`src/rtl/mem_access_stage.sv`:
```
// Memory-access stage: passes ALU results through to writeback and runs a single
// outstanding load/store transaction with lane alignment, load extension and fault checks.
module mem_access_stage #(
    parameter int DATA_WIDTH = 32,
    parameter int ADDR_WIDTH = 32
) (
    input  logic                  clk,
    input  logic                  rst,
    input  logic                  in_valid,
    output logic                  in_ready,
    input  logic [DATA_WIDTH-1:0] exe_result,
    input  logic [DATA_WIDTH-1:0] store_data,
    input  logic                  mem_read,
    input  logic                  mem_write,
    input  logic [2:0]            funct3,
    input  logic [4:0]            rd,
    input  logic                  reg_write,
    output logic                  dmem_req,
    output logic                  dmem_we,
    output logic [ADDR_WIDTH-1:0] dmem_addr,
    output logic [DATA_WIDTH-1:0] dmem_wdata,
    output logic [3:0]            dmem_be,
    input  logic                  dmem_ack,
    input  logic [DATA_WIDTH-1:0] dmem_rdata,
    output logic                  wb_valid,
    output logic [4:0]            wb_rd,
    output logic [DATA_WIDTH-1:0] wb_data,
    output logic                  wb_reg_write,
    output logic                  wb_fault
);

    typedef enum logic {
        IDLE,
        ACCESS
    } state_t;

    state_t                  state_q, state_d;

    logic                    dmem_req_q, dmem_req_d;
    logic                    dmem_we_q, dmem_we_d;
    logic [ADDR_WIDTH-1:0]   dmem_addr_q, dmem_addr_d;
    logic [DATA_WIDTH-1:0]   dmem_wdata_q, dmem_wdata_d;
    logic [3:0]              dmem_be_q, dmem_be_d;

    logic                    wb_valid_q, wb_valid_d;
    logic [4:0]              wb_rd_q, wb_rd_d;
    logic [DATA_WIDTH-1:0]   wb_data_q, wb_data_d;
    logic                    wb_reg_write_q, wb_reg_write_d;
    logic                    wb_fault_q, wb_fault_d;

    logic                    op_is_load_q, op_is_load_d;
    logic [1:0]              op_lane_q, op_lane_d;
    logic [1:0]              op_size_q, op_size_d;
    logic                    op_unsigned_q, op_unsigned_d;
    logic [4:0]              op_rd_q, op_rd_d;
    logic                    op_reg_write_q, op_reg_write_d;
    logic [DATA_WIDTH-1:0]   op_addr_q, op_addr_d;

    logic                    is_mem;
    logic                    fault;
    logic [1:0]              size;
    logic [1:0]              lane;
    logic [3:0]              st_be;
    logic [DATA_WIDTH-1:0]   st_wdata;
    logic [DATA_WIDTH-1:0]   ld_shifted;
    logic [DATA_WIDTH-1:0]   ld_value;

    assign in_ready     = (state_q == IDLE);
    assign dmem_req     = dmem_req_q;
    assign dmem_we      = dmem_we_q;
    assign dmem_addr    = dmem_addr_q;
    assign dmem_wdata   = dmem_wdata_q;
    assign dmem_be      = dmem_be_q;
    assign wb_valid     = wb_valid_q;
    assign wb_rd        = wb_rd_q;
    assign wb_data      = wb_data_q;
    assign wb_reg_write = wb_reg_write_q;
    assign wb_fault     = wb_fault_q;

    // Decode of the incoming operation: fault check and store lane placement.
    always_comb begin
        size     = funct3[1:0];
        lane     = exe_result[1:0];
        is_mem   = mem_read | mem_write;
        fault    = (mem_read & mem_write)
                 | (size == 2'b11)
                 | ((size == 2'b01) & lane[0])
                 | ((size == 2'b10) & (lane != 2'b00));
        st_be    = 4'b1111;
        st_wdata = store_data;
        case (size)
            2'b00: begin
                st_be    = 4'b0001 << lane;
                st_wdata = {4{store_data[7:0]}};
            end
            2'b01: begin
                st_be    = 4'b0011 << lane;
                st_wdata = {2{store_data[15:0]}};
            end
            default: begin
                st_be    = 4'b1111;
                st_wdata = store_data;
            end
        endcase
    end

    always_comb begin
        ld_shifted = dmem_rdata >> {op_lane_q, 3'b000};
        ld_value   = ld_shifted;
        case (op_size_q)
            2'b00: ld_value = op_unsigned_q
                            ? {{(DATA_WIDTH-8){1'b0}}, ld_shifted[7:0]}
                            : {{(DATA_WIDTH-8){ld_shifted[7]}}, ld_shifted[7:0]};
            2'b01: ld_value = op_unsigned_q
                            ? {{(DATA_WIDTH-16){1'b0}}, ld_shifted[15:0]}
                            : {{(DATA_WIDTH-16){ld_shifted[15]}}, ld_shifted[15:0]};
            default: ld_value = ld_shifted;
        endcase
    end

    always_comb begin
        state_d        = state_q;
        dmem_req_d     = dmem_req_q;
        dmem_we_d      = dmem_we_q;
        dmem_addr_d    = dmem_addr_q;
        dmem_wdata_d   = dmem_wdata_q;
        dmem_be_d      = dmem_be_q;
        wb_valid_d     = 1'b0;
        wb_rd_d        = wb_rd_q;
        wb_data_d      = wb_data_q;
        wb_reg_write_d = wb_reg_write_q;
        wb_fault_d     = wb_fault_q;
        op_is_load_d   = op_is_load_q;
        op_lane_d      = op_lane_q;
        op_size_d      = op_size_q;
        op_unsigned_d  = op_unsigned_q;
        op_rd_d        = op_rd_q;
        op_reg_write_d = op_reg_write_q;
        op_addr_d      = op_addr_q;

        case (state_q)
            IDLE: begin
                if (in_valid) begin
                    if (!is_mem) begin
                        wb_valid_d     = 1'b1;
                        wb_rd_d        = rd;
                        wb_data_d      = exe_result;
                        wb_reg_write_d = reg_write & (rd != 5'd0);
                        wb_fault_d     = 1'b0;
                    end else if (fault) begin
                        wb_valid_d     = 1'b1;
                        wb_rd_d        = rd;
                        wb_data_d      = exe_result;
                        wb_reg_write_d = 1'b0;
                        wb_fault_d     = 1'b1;
                    end else begin
                        state_d        = ACCESS;
                        dmem_req_d     = 1'b1;
                        dmem_we_d      = mem_write;
                        dmem_addr_d    = {exe_result[ADDR_WIDTH-1:2], 2'b00};
                        dmem_be_d      = mem_write ? st_be : 4'b1111;
                        dmem_wdata_d   = mem_write ? st_wdata : '0;
                        op_is_load_d   = mem_read;
                        op_lane_d      = lane;
                        op_size_d      = size;
                        op_unsigned_d  = funct3[2];
                        op_rd_d        = rd;
                        op_reg_write_d = reg_write;
                        op_addr_d      = exe_result;
                    end
                end
            end
            ACCESS: begin
                // Request fields stay frozen until the memory acknowledges.
                if (dmem_ack) begin
                    state_d        = IDLE;
                    dmem_req_d     = 1'b0;
                    wb_valid_d     = 1'b1;
                    wb_rd_d        = op_rd_q;
                    wb_fault_d     = 1'b0;
                    wb_data_d      = op_is_load_q ? ld_value : op_addr_q;
                    wb_reg_write_d = op_is_load_q & op_reg_write_q & (op_rd_q != 5'd0);
                end
            end
            default: state_d = IDLE;
        endcase
    end

    always_ff @(posedge clk) begin
        if (rst) begin
            state_q        <= IDLE;
            dmem_req_q     <= 1'b0;
            dmem_we_q      <= 1'b0;
            dmem_addr_q    <= '0;
            dmem_wdata_q   <= '0;
            dmem_be_q      <= 4'b0000;
            wb_valid_q     <= 1'b0;
            wb_rd_q        <= 5'd0;
            wb_data_q      <= '0;
            wb_reg_write_q <= 1'b0;
            wb_fault_q     <= 1'b0;
            op_is_load_q   <= 1'b0;
            op_lane_q      <= 2'b00;
            op_size_q      <= 2'b00;
            op_unsigned_q  <= 1'b0;
            op_rd_q        <= 5'd0;
            op_reg_write_q <= 1'b0;
            op_addr_q      <= '0;
        end else begin
            state_q        <= state_d;
            dmem_req_q     <= dmem_req_d;
            dmem_we_q      <= dmem_we_d;
            dmem_addr_q    <= dmem_addr_d;
            dmem_wdata_q   <= dmem_wdata_d;
            dmem_be_q      <= dmem_be_d;
            wb_valid_q     <= wb_valid_d;
            wb_rd_q        <= wb_rd_d;
            wb_data_q      <= wb_data_d;
            wb_reg_write_q <= wb_reg_write_d;
            wb_fault_q     <= wb_fault_d;
            op_is_load_q   <= op_is_load_d;
            op_lane_q      <= op_lane_d;
            op_size_q      <= op_size_d;
            op_unsigned_q  <= op_unsigned_d;
            op_rd_q        <= op_rd_d;
            op_reg_write_q <= op_reg_write_d;
            op_addr_q      <= op_addr_d;
        end
    end

endmodule

```
`config.mk`:
```
export PLATFORM = sky130hd
export DESIGN_NAME = mem_access_stage
export DESIGN_NICKNAME = d
export VERILOG_FILES = /design/src/rtl/mem_access_stage.sv
export SDC_FILE = /design/constraint.sdc
export NUM_CORES = 1
export LEC_CHECK = 0
export BUFFER_PORTS_ARGS = -buffer_cell sky130_fd_sc_hd__buf_2
export CELL_PAD_IN_SITES_DETAIL_PLACEMENT = 0
export CELL_PAD_IN_SITES_GLOBAL_PLACEMENT = 2
export CORE_MARGIN = 3
export CORE_UTILIZATION = 28
export DETAILED_ROUTE_END_ITERATION = 12
export HOLD_SLACK_MARGIN = 0.06
export PLACE_DENSITY_LB_ADDON = 0.1
export RECOVER_POWER = 25
export SETUP_SLACK_MARGIN = 0.1
export SYNTH_ARGS = -nofsm -noshare
export SYNTH_HDL_FRONTEND = slang
export SYNTH_SLANG_ARGS = --single-unit
```
`constraint.sdc`:
```
create_clock -name clk -period 2.4 [get_ports clk]
set_input_delay 0.36 -clock clk [delete_from_list [all_inputs] [get_ports clk]]
set_output_delay 0.36 -clock clk [all_outputs]
set_load 0.01 [all_outputs]
```
# [Word-level counts from Yosys, hierarchy flattened]
# Index checks and enable logic that the tools add are counted.
[totals] wordCells=92 ff_bits=153 input_bits=111 out_inout_bits=111
[op_classes] eq_ne=9 shifts=3 n_mux=42 n_reduce_logical=8 bitwise=12
[op_table] cell="32-bit two-way mux" n=8
[op_table] cell="32-bit one-hot mux with 2 select lines" n=3
[op_table] cell="32-bit by 5-bit right shift with 32-bit output" n=1
[op_table] cell="5-bit two-way mux" n=4
[op_table] cell="1-bit two-way mux" n=19
[op_table] cell="1-bit one-hot mux with 2 select lines" n=5
[op_table] cell="5-bit one-hot mux with 2 select lines" n=1
[op_table] cell="5-bit nonzero test" n=2
[op_table] cell="4-bit one-hot mux with 2 select lines" n=1
[op_table] cell="4-bit AND reduction" n=2
[op_table] cell="1-bit AND" n=6
[op_table] cell="2-bit inequality test (second input constant)" n=3
[op_table] cell="2-bit by 1-bit == test with 1-bit output (second input constant)" n=2
[op_table] cell="2-bit == test (second input constant)" n=2
[op_table] cell="2-bit zero test" n=2
[op_table] cell="4-bit two-way mux" n=1
[op_table] cell="1-bit OR" n=4
[op_table] cell="1-bit by 2-bit left shift with 4-bit output (first input constant)" n=1
[op_table] cell="2-bit by 2-bit left shift with 4-bit output (first input constant)" n=1
[op_table] cell="3-bit by 2-bit inequality test with 1-bit output (second input constant)" n=1
[op_table] cell="3-bit AND reduction" n=1
[op_table] cell="2-bit by 1-bit inequality test with 1-bit output (second input constant)" n=1
[op_table] cell="1-bit NOT" n=2
[op_table] cell="2-bit nonzero test" n=1

# [Depth between registers and ports, before layout]
[depth] word_depth=8 depth_mapped=7 mapped_depth_nobuf=4

# [Worst setup path after synthesis]
# No wires, ideal clock.
[synth_timing] path_type="register to register" from="reg op_addr_q[1] (netlist name)" to="reg wb_data_q[10] (netlist: wb_data[10])" path_buffers=0 required_time_ns=2.277 stages_incl_launch_ff=5 arrival_ns=1.633 setup_ns=0.123 period_less_slack_ns=1.756 slack_ns=0.644 cell_sequence="dfxtp_1 > mux4_2 > a2111o_1 > o2111ai_1 > a21oi_1"
[synth_rtl] item="end signal, assigned" line="218" source="wb_data_q <= wb_data_d;"
[synth_rtl] item="end, declared" line="47" source="logic [DATA_WIDTH-1:0] wb_data_q, wb_data_d;"

# [Worst setup path after layout]
[layout_timing] from="reg state_q" to="out in_ready"
[layout_via] elab_chain_cells=1
[layout_rtl] item="start, declared" line="37" source="state_t state_q, state_d;"
[layout_rtl] item="start signal, assigned" line="210" source="state_q <= state_d;"
[layout_rtl] item="1-bit NOT (no source line)"
[layout_rtl] item="end, declared" line="10" source="output logic in_ready,"
# No other way between the ends.

==> results.py <==
metrics = {
    "final_layout": {
        "postLayoutCoreUtil_pct": 36.1,
        "multi_input_area_mm2": 0.00323,
        "fin_area_mm2": 0.00792,
        "area_growth_pct": 26.0,
        "drive_gt1_share_pct": 25.6,
        "fillers": 2382,
        "nNetsFinal": 1063,
        "register_area_mm2": 0.00242,
        "final_cells": 1246,
    },
    "sta": {
        "drv_slew": 0,
        "rsz0062_at_grt": "no",
        "max_freq_mhz": 502,
        "relSlewSlack_pct": 54.0,
        "tightest_slew_ns": 0.690,
        "fin_crit_ns": 1.99,
        "finalClockSkew_ns": 0.0135,
        "fin_crit_sh_pct": 83.0,
        "tns_ns": 0,
        "hold_violations": 0,
        "setup_viol": 0,
    },
    "global_route": {
        "antenna_found_initial": 5,
        "first_global_vias": 6645,
        "grt_pass1_wl_mm": 37.6,
        "overflow": 0,
        "track_usage_pct": 19.7,
        "grt_max_degree": 49,
    },
    "power_and_ir_drop": {
        "power_frac_comb_pct": 15.1,
        "p_clk_share_pct": 46.1,
        "switching_power_w": 0.00169,
        "seq_power_share_pct": 38.7,
        "intPower_w": 0.00400,
        "p_leak_nw": 3.02,
        "peakVddDrop_uv": 380,
        "power.density_mw_per_mm2": 718,
        "sw_frac_of_total_pct": 29.7,
    },
    "die": {
        "start_util_pct": 28.6,
        "ios": 222,
        "core-area_mm2": 0.0220,
        "die_w_um": 156,
        "dieArea_mm2": 0.0243,
        "rows": 54,
        "die_y_um": 156,
    },
    "clocking": {
        "hold_buffers": 0,
        "cts-resized-gates": 0,
        "cts.sink_count": 121,
        "path_clk_slew_ns": 0.06,
        "cts_made_buffers": 17,
        "post_cts_buffers": 0,
        "h-tree-depth": 4,
        "cts_tree": "built",
        "clock_path_buffers": 2,
        "clk_latency_ns": 0.42,
        "cts-root-buf": "clkbuf_16",
    },
    "drt": {
        "via_per_inst": 5.18,
        "wire_per_inst_um": 19.7,
        "vias": 6457,
        "drc": 0,
        "dr.first_iter.drc_count": 348,
        "antenna_left": 0,
        "drt-total-wl_mm": 24.6,
        "dr.pass1.iters": 6,
    },
    "yosys": {
        "async_reset_ff_share_pct": 0,
        "ys_ff_latch": 121,
        "yosysSeqAreaShare_pct": 38.5,
        "synth_cell_type_count": 45,
        "synth_flop_cell": "dfxtp_1",
        "ys_top_cells_by_area": "dfxtp_1 (39%), a21oi_1 (8.7%), nand2_1 (8.2%)",
        "synth_area_mm2": 0.00629,
        "synth_most_common_cell": "nand2_1",
        "postSynthCellCount": 794,
        "yosysTopAreaCell": "dfxtp_1",
        "ys_warn_count": 0,
        "yosys.area.top_type_share_pct": 38.5,
        "synth_common_cells": "nand2_1 (138), dfxtp_1 (121), a21oi_1 (109)",
        "synth_edf_count": 0,
        "syn_area_per_cell_um2": 7.92,
    },
    "placement": {
        "dpl-instance-area_mm2": 0.00740,
        "port_buffers": 219,
        "place.gp.congestion": 0.823,
        "dpl.cell_count": 1213,
        "place.detailed.hpwl_mm": 17.6,
    },
    "critical_path": {
        "cp.arrival_ns": 1.63,
        "end_kind": "output port",
        "crit_path_start_kind": "register",
        "cp.required_ns": 2.04,
        "worst-path-max-fanout": 18,
        "path_class": "reg -> out",
    },
    "worst_hold_path": {
        "min_path_type": "in -> reg",
    },
    "status": {
        "outcome": "finished clean",
    },
    "flow_run": {
        "maxCapViolations": 0,
    },
}
metrics by stage:
| stage | total power (W) | setup slack (ns) | hold slack, ns |
|---|---|---|---|
| 5_1_grt | 0.00593 | 0.327 | 0.165 |
| 3_3_place_gp | 0.00312 | 0.453 | 0.440 |
| 3_5_place_dp | 0.00313 | 0.407 | 0.442 |
| 6_report | 0.00569 | 0.409 | 0.178 |
| 2_1_floorplan | 0.00274 | 0.644 | 0.437 |
| 4_1_cts | 0.00577 | 0.388 | 0.152 |
routing by layer:
metal | share of wire [%] | global-route usage (%) | wire length (µm)
met5 | 0.22 | 0 | 55
met4 | 1.2 | 5.26 | 307
met3 | 7.0 | 5.74 | 1720
met2 | 48 | 32.2 | 11700
met1 | 44 | 25.5 | 10800
layout by cell type (no fill, tap or decap), types with 3 or more instances in the layout:
cell type | Yosys | final
a211oi_1 | 8 | 8
a21o_1 | 6 | 6
a21oi_1 | 109 | 109
a311oi_1 | 5 | 5
buf_2 | 26 | 161
buf_4 | 35 | 26
clkbuf_1 | 40 | 57
clkbuf_16 | 0 | 17
clkinv_4 | 0 | 3
clkinvlp_4 | 0 | 4
dfxtp_1 | 121 | 119
inv_1 | 20 | 20
inv_6 | 0 | 4
mux2_2 | 17 | 17
mux2i_1 | 43 | 43
nand2_1 | 138 | 138
nand2b_1 | 4 | 4
nand3_1 | 33 | 33
nor2_1 | 25 | 25
nor2b_1 | 3 | 3
nor3_1 | 3 | 3
o2111ai_1 | 9 | 9
o21ai_0 | 71 | 71
o221ai_1 | 22 | 22
o32ai_1 | 22 | 22
power by group through the flow:
stage	registers, W	logic [W]	clock network (W)
2_1_floorplan	0.00226	0.000483	0
3_3_place_gp	0.00224	0.000873	0
3_5_place_dp	0.00225	0.000879	0
4_1_cts	0.00220	0.000883	0.00268
5_1_grt	0.00222	0.000951	0.00277
6_report	0.00220	0.000861	0.00262
state kept, by name, summed over array words and instances (netlist names):
signal          flops
wb_valid            1
op_size_q           2
state_q             1
op_reg_write_q      1
op_lane_q           1
op_addr_q          31
wb_reg_write        1
dmem_req            1
wb_data            32
wb_fault            1
op_rd_q             5
op_unsigned_q       1
op_is_load_q        1
dmem_wdata         32
wb_rd               5
dmem_be             4
dmem_we             1
path summary, 6_finish.rpt:
check / startpoint / end / slack [ns] / cells past startpoint
worst max register to register: op_lane_q[0] / wb_data[9] / 0.44 / 4
worst min register to register: dmem_wdata[6] / dmem_wdata[6] / 0.45 / 2
worst min-delay path: rst / state_q / 0.18 / 2
worst max-delay path: state_q / in_ready / 0.41 / 3
worst max-delay path, stage by stage, from the launching register on:
cell and delay (ns):
dfxtp_2 0.35, buf_4 0.21, inv_1 0.42, buf_2 0.23
kinds of logic after synthesis:
family          Yosys count  synth area share, %
compound gates          265                 26.3
simple gates            216                 14.4
buf+inv                 129                 10.3
flops                   121                 38.5
mux                      61                 10.2
xor+xnor                  1                0.139
other cells               1               0.0596
area by class of cell:
type,count,area share (%)
Clock inverter,15,2.12
Multi-Input combinational cell,545,40.8
Timing Repair Buffer,245,15.6
Tap cell,280,4.42
Inverter,22,1.04
Sequential cell,121,30.6
Antenna cell,1,0.0316
Clock buffer,17,5.37
(Power assumes the default switching activity.)
